## config.mk

```make
export PLATFORM = sky130hd
export DESIGN_NAME = comparator_iter
export DESIGN_NICKNAME = d
export VERILOG_FILES = /design/src/rtl/comparator_iter.sv
export SDC_FILE = /design/constraint.sdc
export NUM_CORES = 1
export LEC_CHECK = 0
export CAP_MARGIN = 20
export CORE_ASPECT_RATIO = 0.75
export CORE_MARGIN = 2
export CORE_UTILIZATION = 45
export CTS_CLUSTER_SIZE = 24
export DETAILED_ROUTE_END_ITERATION = 8
export DONT_BUFFER_PORTS = 1
export MAX_ROUTING_LAYER = met4
export PLACE_DENSITY = 0.69
export RECOVER_POWER = 50
export SLEW_MARGIN = 20
export SYNTH_ARGS = -nofsm -noshare
export SYNTH_HDL_FRONTEND = slang
export SYNTH_SLANG_ARGS = --single-unit
```

## constraint.sdc

```tcl
create_clock -name clk -period 3.3 [get_ports clk]
set_input_delay 0.33 -clock clk [delete_from_list [all_inputs] [get_ports clk]]
set_output_delay 0.33 -clock clk [all_outputs]
set_load 0.01 [all_outputs]
```

## src/rtl/comparator_iter.sv

```systemverilog
// Iterative magnitude comparator: walks the operands one digit per clock
// from the top and stops at the first differing digit.
module comparator_iter #(
  parameter int WIDTH = 16,
  parameter int DIGIT = 4
) (
  input  logic             clk,
  input  logic             rst_n,
  input  logic             start,
  input  logic             signed_mode,
  input  logic [WIDTH-1:0] A,
  input  logic [WIDTH-1:0] B,
  output logic             busy,
  output logic             done,
  output logic             Eq,
  output logic             Gt,
  output logic             Sm
);

  localparam int NDIG = WIDTH / DIGIT;
  localparam int IW   = (NDIG > 1) ? $clog2(NDIG) : 1;

  localparam logic [WIDTH-1:0] MSB_BIT = WIDTH'(1) << (WIDTH - 1);
  localparam logic [IW-1:0]    TOP_IDX = IW'(NDIG - 1);

  typedef enum logic {
    IDLE,
    RUN
  } state_t;

  state_t           state;
  logic [IW-1:0]    idx;
  logic [WIDTH-1:0] a_q;
  logic [WIDTH-1:0] b_q;

  logic [DIGIT-1:0] a_dig;
  logic [DIGIT-1:0] b_dig;

  // Operands are shifted left each step, so the live digit is always on top
  // and no WIDTH-wide index mux sits on the compare path.
  assign a_dig = a_q[WIDTH-1 -: DIGIT];
  assign b_dig = b_q[WIDTH-1 -: DIGIT];

  always_ff @(posedge clk) begin
    if (!rst_n) begin
      state <= IDLE;
      idx   <= '0;
      a_q   <= '0;
      b_q   <= '0;
      busy  <= 1'b0;
      done  <= 1'b0;
      Eq    <= 1'b0;
      Gt    <= 1'b0;
      Sm    <= 1'b0;
    end else begin
      done <= 1'b0;
      unique case (state)
        IDLE: begin
          if (start) begin
            // Flipping both sign bits maps signed order onto unsigned order.
            a_q   <= signed_mode ? (A ^ MSB_BIT) : A;
            b_q   <= signed_mode ? (B ^ MSB_BIT) : B;
            idx   <= TOP_IDX;
            busy  <= 1'b1;
            state <= RUN;
          end
        end
        RUN: begin
          if (a_dig != b_dig) begin
            Eq    <= 1'b0;
            Gt    <= a_dig > b_dig;
            Sm    <= a_dig < b_dig;
            done  <= 1'b1;
            busy  <= 1'b0;
            state <= IDLE;
          end else if (idx == '0) begin
            Eq    <= 1'b1;
            Gt    <= 1'b0;
            Sm    <= 1'b0;
            done  <= 1'b1;
            busy  <= 1'b0;
            state <= IDLE;
          end else begin
            idx <= idx - IW'(1);
            a_q <= a_q << DIGIT;
            b_q <= b_q << DIGIT;
          end
        end
        default: state <= IDLE;
      endcase
    end
  end

endmodule

```

Word level (Yosys, flattened, before mapping)
Index checks and enable logic that the tools add are counted.
{"block": "word_totals", "regBits": 40, "output_inout_bits": 5}
{"block": "op_classes", "n_addsub": 1, "magnitude_cmp": 2, "eq_ne": 5, "muxes": 28, "bitwise_logic": 3, "reduce_logical": 6}
{"op": "16-bit two-way mux", "count": 8}
{"op": "16-bit case mux with 2 select lines", "count": 2}
{"op": "1-bit two-way mux", "count": 12}
{"op": "2-bit two-way mux", "count": 3}
{"op": "2-bit inequality test, second input constant", "count": 3}
{"op": "2-bit AND reduction", "count": 3}
{"op": "4-bit > comparator", "count": 1}
{"op": "4-bit < comparator", "count": 1}
{"op": "4-bit inequality test", "count": 1}
{"op": "1-bit case mux with 2 select lines", "count": 2}
{"op": "2-bit case mux with 2 select lines", "count": 1}
{"op": "3-bit by 1-bit inequality test with 1-bit output, second input constant", "count": 1}
{"op": "1-bit NOT", "count": 3}
{"op": "3-bit AND reduction", "count": 1}
{"op": "2-bit zero test", "count": 1}
{"op": "2-bit nonzero test", "count": 1}
{"op": "2-bit by 1-bit subtractor with 2-bit output, second input constant", "count": 1}

Longest topological paths before layout
Gate-level depths: netlist of run 1.
{"block": "depth", "depth_word": 4, "mapped_depth": 7}

Worst setup path before layout of run 1
No wires, ideal clock.
{"block": "synth_timing", "kind": "flip-flop to flip-flop", "from": "register b_q[15]", "to": "register a_q[14]", "setup_ns": 0.119, "t_arrival_ns": 1.332, "required_ns": 3.181, "path_slack_ns": 1.848, "path_stages_with_launch": 8, "cell_sequence": "dfxtp_1 inv_1 ha_1 nand4_4 o21ai_4 buf_6 buf_4 a21oi_1"}
{"block": "synth_between", "elab_chain_cells": 3}
{"element": "start: declaration", "line_no": "34", "source": "logic [WIDTH-1:0] b_q;"}
{"element": "start signal: assignment", "line_no": "62", "source": "b_q <= signed_mode ? (B ^ MSB_BIT) : B;"}
{"element": "start signal: assignment", "line_no": "86", "source": "b_q <= b_q << DIGIT;"}
{"element": "4-bit inequality test", "line_no": "69", "source": "if (a_dig != b_dig) begin"}
{"element": "2-bit inequality test (no source line)"}
{"element": "3-bit AND reduction (no source line)"}
{"element": "end signal: assignment", "line_no": "61", "source": "a_q <= signed_mode ? (A ^ MSB_BIT) : A;"}
{"element": "end signal: assignment", "line_no": "85", "source": "a_q <= a_q << DIGIT;"}
{"element": "end: declaration", "line_no": "33", "source": "logic [WIDTH-1:0] a_q;"}
No other way between the ends.
A chain may end at the register's enable or synchronous reset.

Worst setup path in the final report of run 1
{"block": "layout_timing", "from": "register b_q[15]", "to": "register a_q[9]"}
Same word-level chain as after synthesis.

==> impl_metrics.toml, run 1 <==
[routing]
wire_per_inst_um = 14.86
vias = 1281
wl_um = 3566
drt_iter0_drc = 42
vias_per_cell = 5.338
drcViolationCount = 0
ant_nets = 0
first_pass_iters = 4

[synth]
yosysSeqAreaShare = 0.4507
synth_xor_area_frac = 0.009859
synth_area_um2 = 1777
ys_types = 29
syn_inst = 194
synth_adder_area_share = 0.03521
syn-mean-instance-area_um2 = 9.158
synth_compound_area_frac = 0.2211
yosys-mux-area-fraction = 0.1239
synth.area.top_cells = "dfxtp_1 45%, mux2i_1 12%, a21oi_1 9.3%"
synth_top_area_cell = "dfxtp_1"
synth_top_area_frac = 0.4507
yosys_register_bits = 40
yosysWarnings = 0
synth_top_family_by_area = "compound AO/OA/AOI/OAI gates"
synth_nets = 235
synthSimpleGateAreaFrac = 0.09085

[floorplan]
ios = 41
die_area_um2 = 4472
num_rows = 19
initial_core_util = 0.4760
die_w_um = 76.56
die_y_um = 58.42
core_area_um2 = 3732

[critical_path]
critPathSlowestCell = "o21ai_4"
r2r_slack_ns = 0.97
critPathCaptureType = "register"
r2r_start = "b_q[15]"
critPathRequiredTime_ns = 3.52
crit_chain = "inv_1, ha_1, nand4_1, o21ai_4, o21ai_0, a21oi_1"
cp.arrival_ns = 2.55
cpPeakStageDelay_ns = 0.89
startpoint_type = "register"
path_class = "register to register"
reg2reg_to = "a_q[9]"
critPathMaxFanout = 49
reg2reg_depth = 6

[cts]
cts_hold_buf = 0
root_buffer = "clkbuf_8"
clk_pin_slew_ns = 0.07
htreeDepth = 2
cts_setup_buffers = 0
cts_tree = "built"
cts.path.max_buffers = 2
postCtsResizedCells = 0
clk-insertion-delay-late_ns = 0.29
cts_buffers = 5
cts_sinks = 40

[sta]
setup_viol = 0
setup_tns_ns = 0
maxSlewViolCount = 0
slew_headroom = 0.2559
hold_viol_final = 0
tightestPinTransition_ns = 1.105
finalCritPeriodShare = 0.7072
rsz0062_at_grt = "false"
post-route-min-period_ns = 2.334
max_freq_ghz = 0.4285
finClkSkew_ns = 0.003768

[placed_design]
portBuffers = 0
placed_area_um2 = 1758
gp_congestion = 0.7950
hpwl_um = 2442

[worst_hold_path]
worstHoldPathCells = 1
min_to = "state"
min_path_type = "input pin to register"
hp-start = "start"

[power_and_ir_drop]
leakagePower_nw = 0.6872
peakVddDrop_uv = 382.0
power.density_nw_per_um2 = 599.2

[job]
cap_violations = 0

[cells_and_area]
antenna_cells = 0
drive_gt1_frac = 0.05319
final_nets = 229
fin_area_um2 = 1836
area_delta_synth_final_pct = 3.310
reg_top3 = "a_q (16), b_q (16), idx (2)"

[outcome]
status = "complete, no violations"

[grt]
grt_pass1_vias = 1257
grt_pass1_wl_um = 5865
grt_usage = 0.1745
grt_max_degree = 50
overflow = 0
antenna_found_initial = 0
-- kinds of logic after synthesis --
logic type               after synthesis
XOR/XNOR                               2
AO/OA/AOI/OAI                         70
multiplexers                          22
flip-flops                            40
buffers and inverters                 22
AND/OR/NAND/NOR                       33
adder cells (fa/ha/maj)                5
-- layout by cell type (no fill, tap or decap), types with 2 or more instances in the layout --
| master | Yosys | routed |
|---|---|---|
| o21a_1 | 2 | 2 |
| nand2_1 | 20 | 20 |
| dfxtp_1 | 40 | 40 |
| o21ai_0 | 26 | 27 |
| nor2_1 | 2 | 2 |
| a21oi_1 | 33 | 34 |
| inv_1 | 8 | 8 |
| and3_1 | 2 | 2 |
| nand2b_1 | 2 | 2 |
| mux2i_1 | 22 | 22 |
| clkbuf_8 | 0 | 7 |
| xnor2_1 | 2 | 2 |
| nand3_1 | 3 | 3 |
| a211oi_1 | 2 | 2 |
| ha_1 | 5 | 5 |
-- Yosys cell counts, drive strengths merged --
cell type  count
o2bb2ai        1
a21oi         34
o21ai         28
xnor2          2
o31ai          1
a211oi         3
clkbuf         4
nor3           1
a22o           1
dfxtp         40
buf           10
ha             5
inv            8
nand4          1
nand3          3
or2            1
o21a           2
nand2         20
nor2           2
nand2b         2
mux2i         22
and3           2
nor2b          1
-- how the worst max path moves through the flow --
stage               startpoint      end  slack (ns)  depth (start not counted)
detailed placement     b_q[15]   a_q[5]        1.19                          6
global placement         state  b_q[14]        1.25                          5
finish                 b_q[15]   a_q[9]        0.97                          6
global route           b_q[15]  b_q[10]        0.68                          6
floorplan              b_q[15]  a_q[14]        1.85                          7
CTS                    b_q[15]   a_q[5]        1.15                          6
-- layer usage --
metal  vias up  global-route usage  routed length (um)
met3         5             0.04601                 233
met5         -                   -                   0
met1       577              0.2216                1734
li1        667                   -                   -
met2        32              0.2693                1545
met4         0             0.07013                  52
-- worst max-delay path: cells and delay by family, from the launching register on --
kind | cells | cell delay, ns
compound gates | 3 | 1.26
fa+ha+maj | 1 | 0.32
simple gates | 1 | 0.32
flops | 1 | 0.31
buf+inv | 1 | 0.05
-- through the flow --
| stage | hold slack (ns) | cells | setup WS, ns | total power, mW | utilization |
|---|---|---|---|---|---|
| 6_report | 0.1534 | 240 | 0.9664 | 1.100 | 0.4918 |
| 5_1_grt | 0.1560 | 240 | 0.6780 | 1.163 | 0.4918 |
| 4_1_cts | 0.1433 | 240 | 1.150 | 1.123 | 0.4968 |
| 3_5_place_dp | 0.4438 | 233 | 1.186 | 0.7758 | 0.4710 |
| 3_3_place_gp | 0.4417 | 233 | 1.249 | 0.7671 | 0.4710 |
| 2_1_floorplan | 0.4360 | 194 | 1.848 | 0.7537 | - |
-- final cells by class --
cell class / instances / area [um2]
multi-input cells: 132 / 835.8
clock buffers: 7 / 96.34
repair buffers: 1 / 7.507
flip-flops and latches: 40 / 800.8
inverters: 8 / 30.03
well taps: 52 / 65.06
fillers: 376 / 1897
-- where the power goes --
group          total, mW  internal, mW  switching (mW)
Sequential         0.567         0.536          0.0308
Clock              0.348         0.186           0.162
Combinational      0.185        0.0736           0.111
No activity file was read; power rests on OpenSTA's default activity.
==> run 2: changes to the inputs <==
clock period = 2.3 ns   (was 3.3 ns; I/O delays follow)
==> impl_metrics.toml, run 2 (synthesized netlist as in run 1, its figures left out) <==
[job]
cap_violations = 0

[critical_path]
r2r_start = "b_q[15]"
startpoint_type = "register"
setup.worst_path.start = "b_q[15]"
cpPeakStageDelay_ns = 0.35
crit_chain = "inv_1, ha_1, nand4_1, or2_0, a21oi_2, a22o_1"
critPathRequiredTime_ns = 2.54
r2r_slack_ns = 0.47
cp.arrival_ns = 2.07
critPathMaxFanout = 7
path_class = "register to register"
critPathCaptureType = "register"
critPathSlowestCell = "or2_0"

[sta]
setup_ws_ns = 0.4713
setup_tns_ns = 0
finClkSkew_ns = 0.008237
max_freq_ghz = 0.5468
setup_viol = 0
maxSlewViolCount = 0
tightestPinTransition_ns = 0.5969
hold_slack_ns = 0.03723
hold_viol_final = 0
slew_headroom = 0.5994
rsz0062_at_grt = "false"
post-route-min-period_ns = 1.829
finalCritPeriodShare = 0.7951

[worst_hold_path]
hp-start = "start"
min_path_type = "input pin to register"

[cts]
htreeDepth = 2
postCtsResizedCells = 0
cts_sinks = 40
clk-insertion-delay-late_ns = 0.30
cts_hold_buf = 0
cts_setup_buffers = 0
clk_pin_slew_ns = 0.08
cts_tree = "built"
cts_buffers = 5
root_buffer = "clkbuf_8"
cts.path.max_buffers = 2

[power_and_ir_drop]
clock_power_share = 0.299
p_seq_frac = 0.523
power_switching_share = 0.2967
peakVddDrop_uv = 428.3
p_comb_frac = 0.178
power.density_nw_per_um2 = 837.4
switchingPower_mw = 0.4617
p_int_mw = 1.094
leakagePower_nw = 0.7041

[cells_and_area]
area_delta_synth_final_pct = 4.577
final_cell_mix = "40 x dfxtp_1, 33 x a21oi_1, 26 x o21ai_0"
final_nets = 233
drive_gt1_frac = 0.08290
reg_top3 = "a_q (16), b_q (16), idx (2)"
final_common_cell = "dfxtp_1"
antenna_cells = 0

[floorplan]
initial_core_util = 0.4760
die_area_um2 = 4472
die_y_um = 58.42
core_area_um2 = 3732
die_w_um = 76.56
num_rows = 19
ios = 41

[grt]
antenna_found_initial = 0
grt_max_degree = 31
grt_usage = 0.1799
grt_pass1_wl_um = 6003
overflow = 0
grt_pass1_vias = 1319

[routing]
drcViolationCount = 0
first_pass_iters = 4
wl_um = 3666
vias = 1349
wire_per_inst_um = 14.96
vias_per_cell = 5.506
ant_nets = 0
drt_iter0_drc = 91

[placed_design]
hpwl_um = 2628
portBuffers = 0
gp_congestion = 0.7899
dp_slack_ns = 0.6498

[outcome]
status = "complete, no violations"
## run 2: critical path: cells and delay by family, from the launching register on
kind	cells	cell delay (ns)
compound gates	2	0.45
fa+ha+maj	1	0.31
buf+inv	1	0.06
flops	1	0.32
simple gates	2	0.66
## run 2: area by class of cell
cell class	instances	area [um2]
tap	52	65.06
sequential	40	800.8
fill	389	1874
multi-input combinational	132	839.6
clock inverter	3	18.77
clock buffer	5	68.82
timing repair buffer	5	35.03
inverter	8	30.03
## run 2: metal layers
metal	global-route usage	routed length, um	vias to the layer above
met1	0.2212	1668	626
met5	-	0	-
met4	0.08571	69	0
met2	0.2769	1674	39
li1	-	-	676
met3	0.05215	254	8
## run 2: stage by stage
stage	utilization	total power, mW	area (um2)	std cells
global placement	0.4790	1.111	1788	237
CTS	0.5025	1.585	1876	245
finish	0.4978	1.556	1858	245
floorplan	-	1.081	1777	194
detailed placement	0.4790	1.124	1788	237
global route	0.4978	1.644	1858	245
## run 2: path summary, 6_finish.rpt
path / to / cells after the start
worst min register to register: a_q[3] / 2
worst max register to register: Gt / 6
worst min-delay path: state / 1
worst max-delay path: Gt / 6
## run 2: power groups by stage
stage | clock [mW] | sequential, mW | combinational, mW
2_1_floorplan | 0 | 0.816 | 0.265
3_3_place_gp | 0 | 0.827 | 0.284
3_5_place_dp | 0 | 0.831 | 0.293
4_1_cts | 0.476 | 0.815 | 0.295
5_1_grt | 0.503 | 0.823 | 0.318
6_report | 0.465 | 0.814 | 0.276
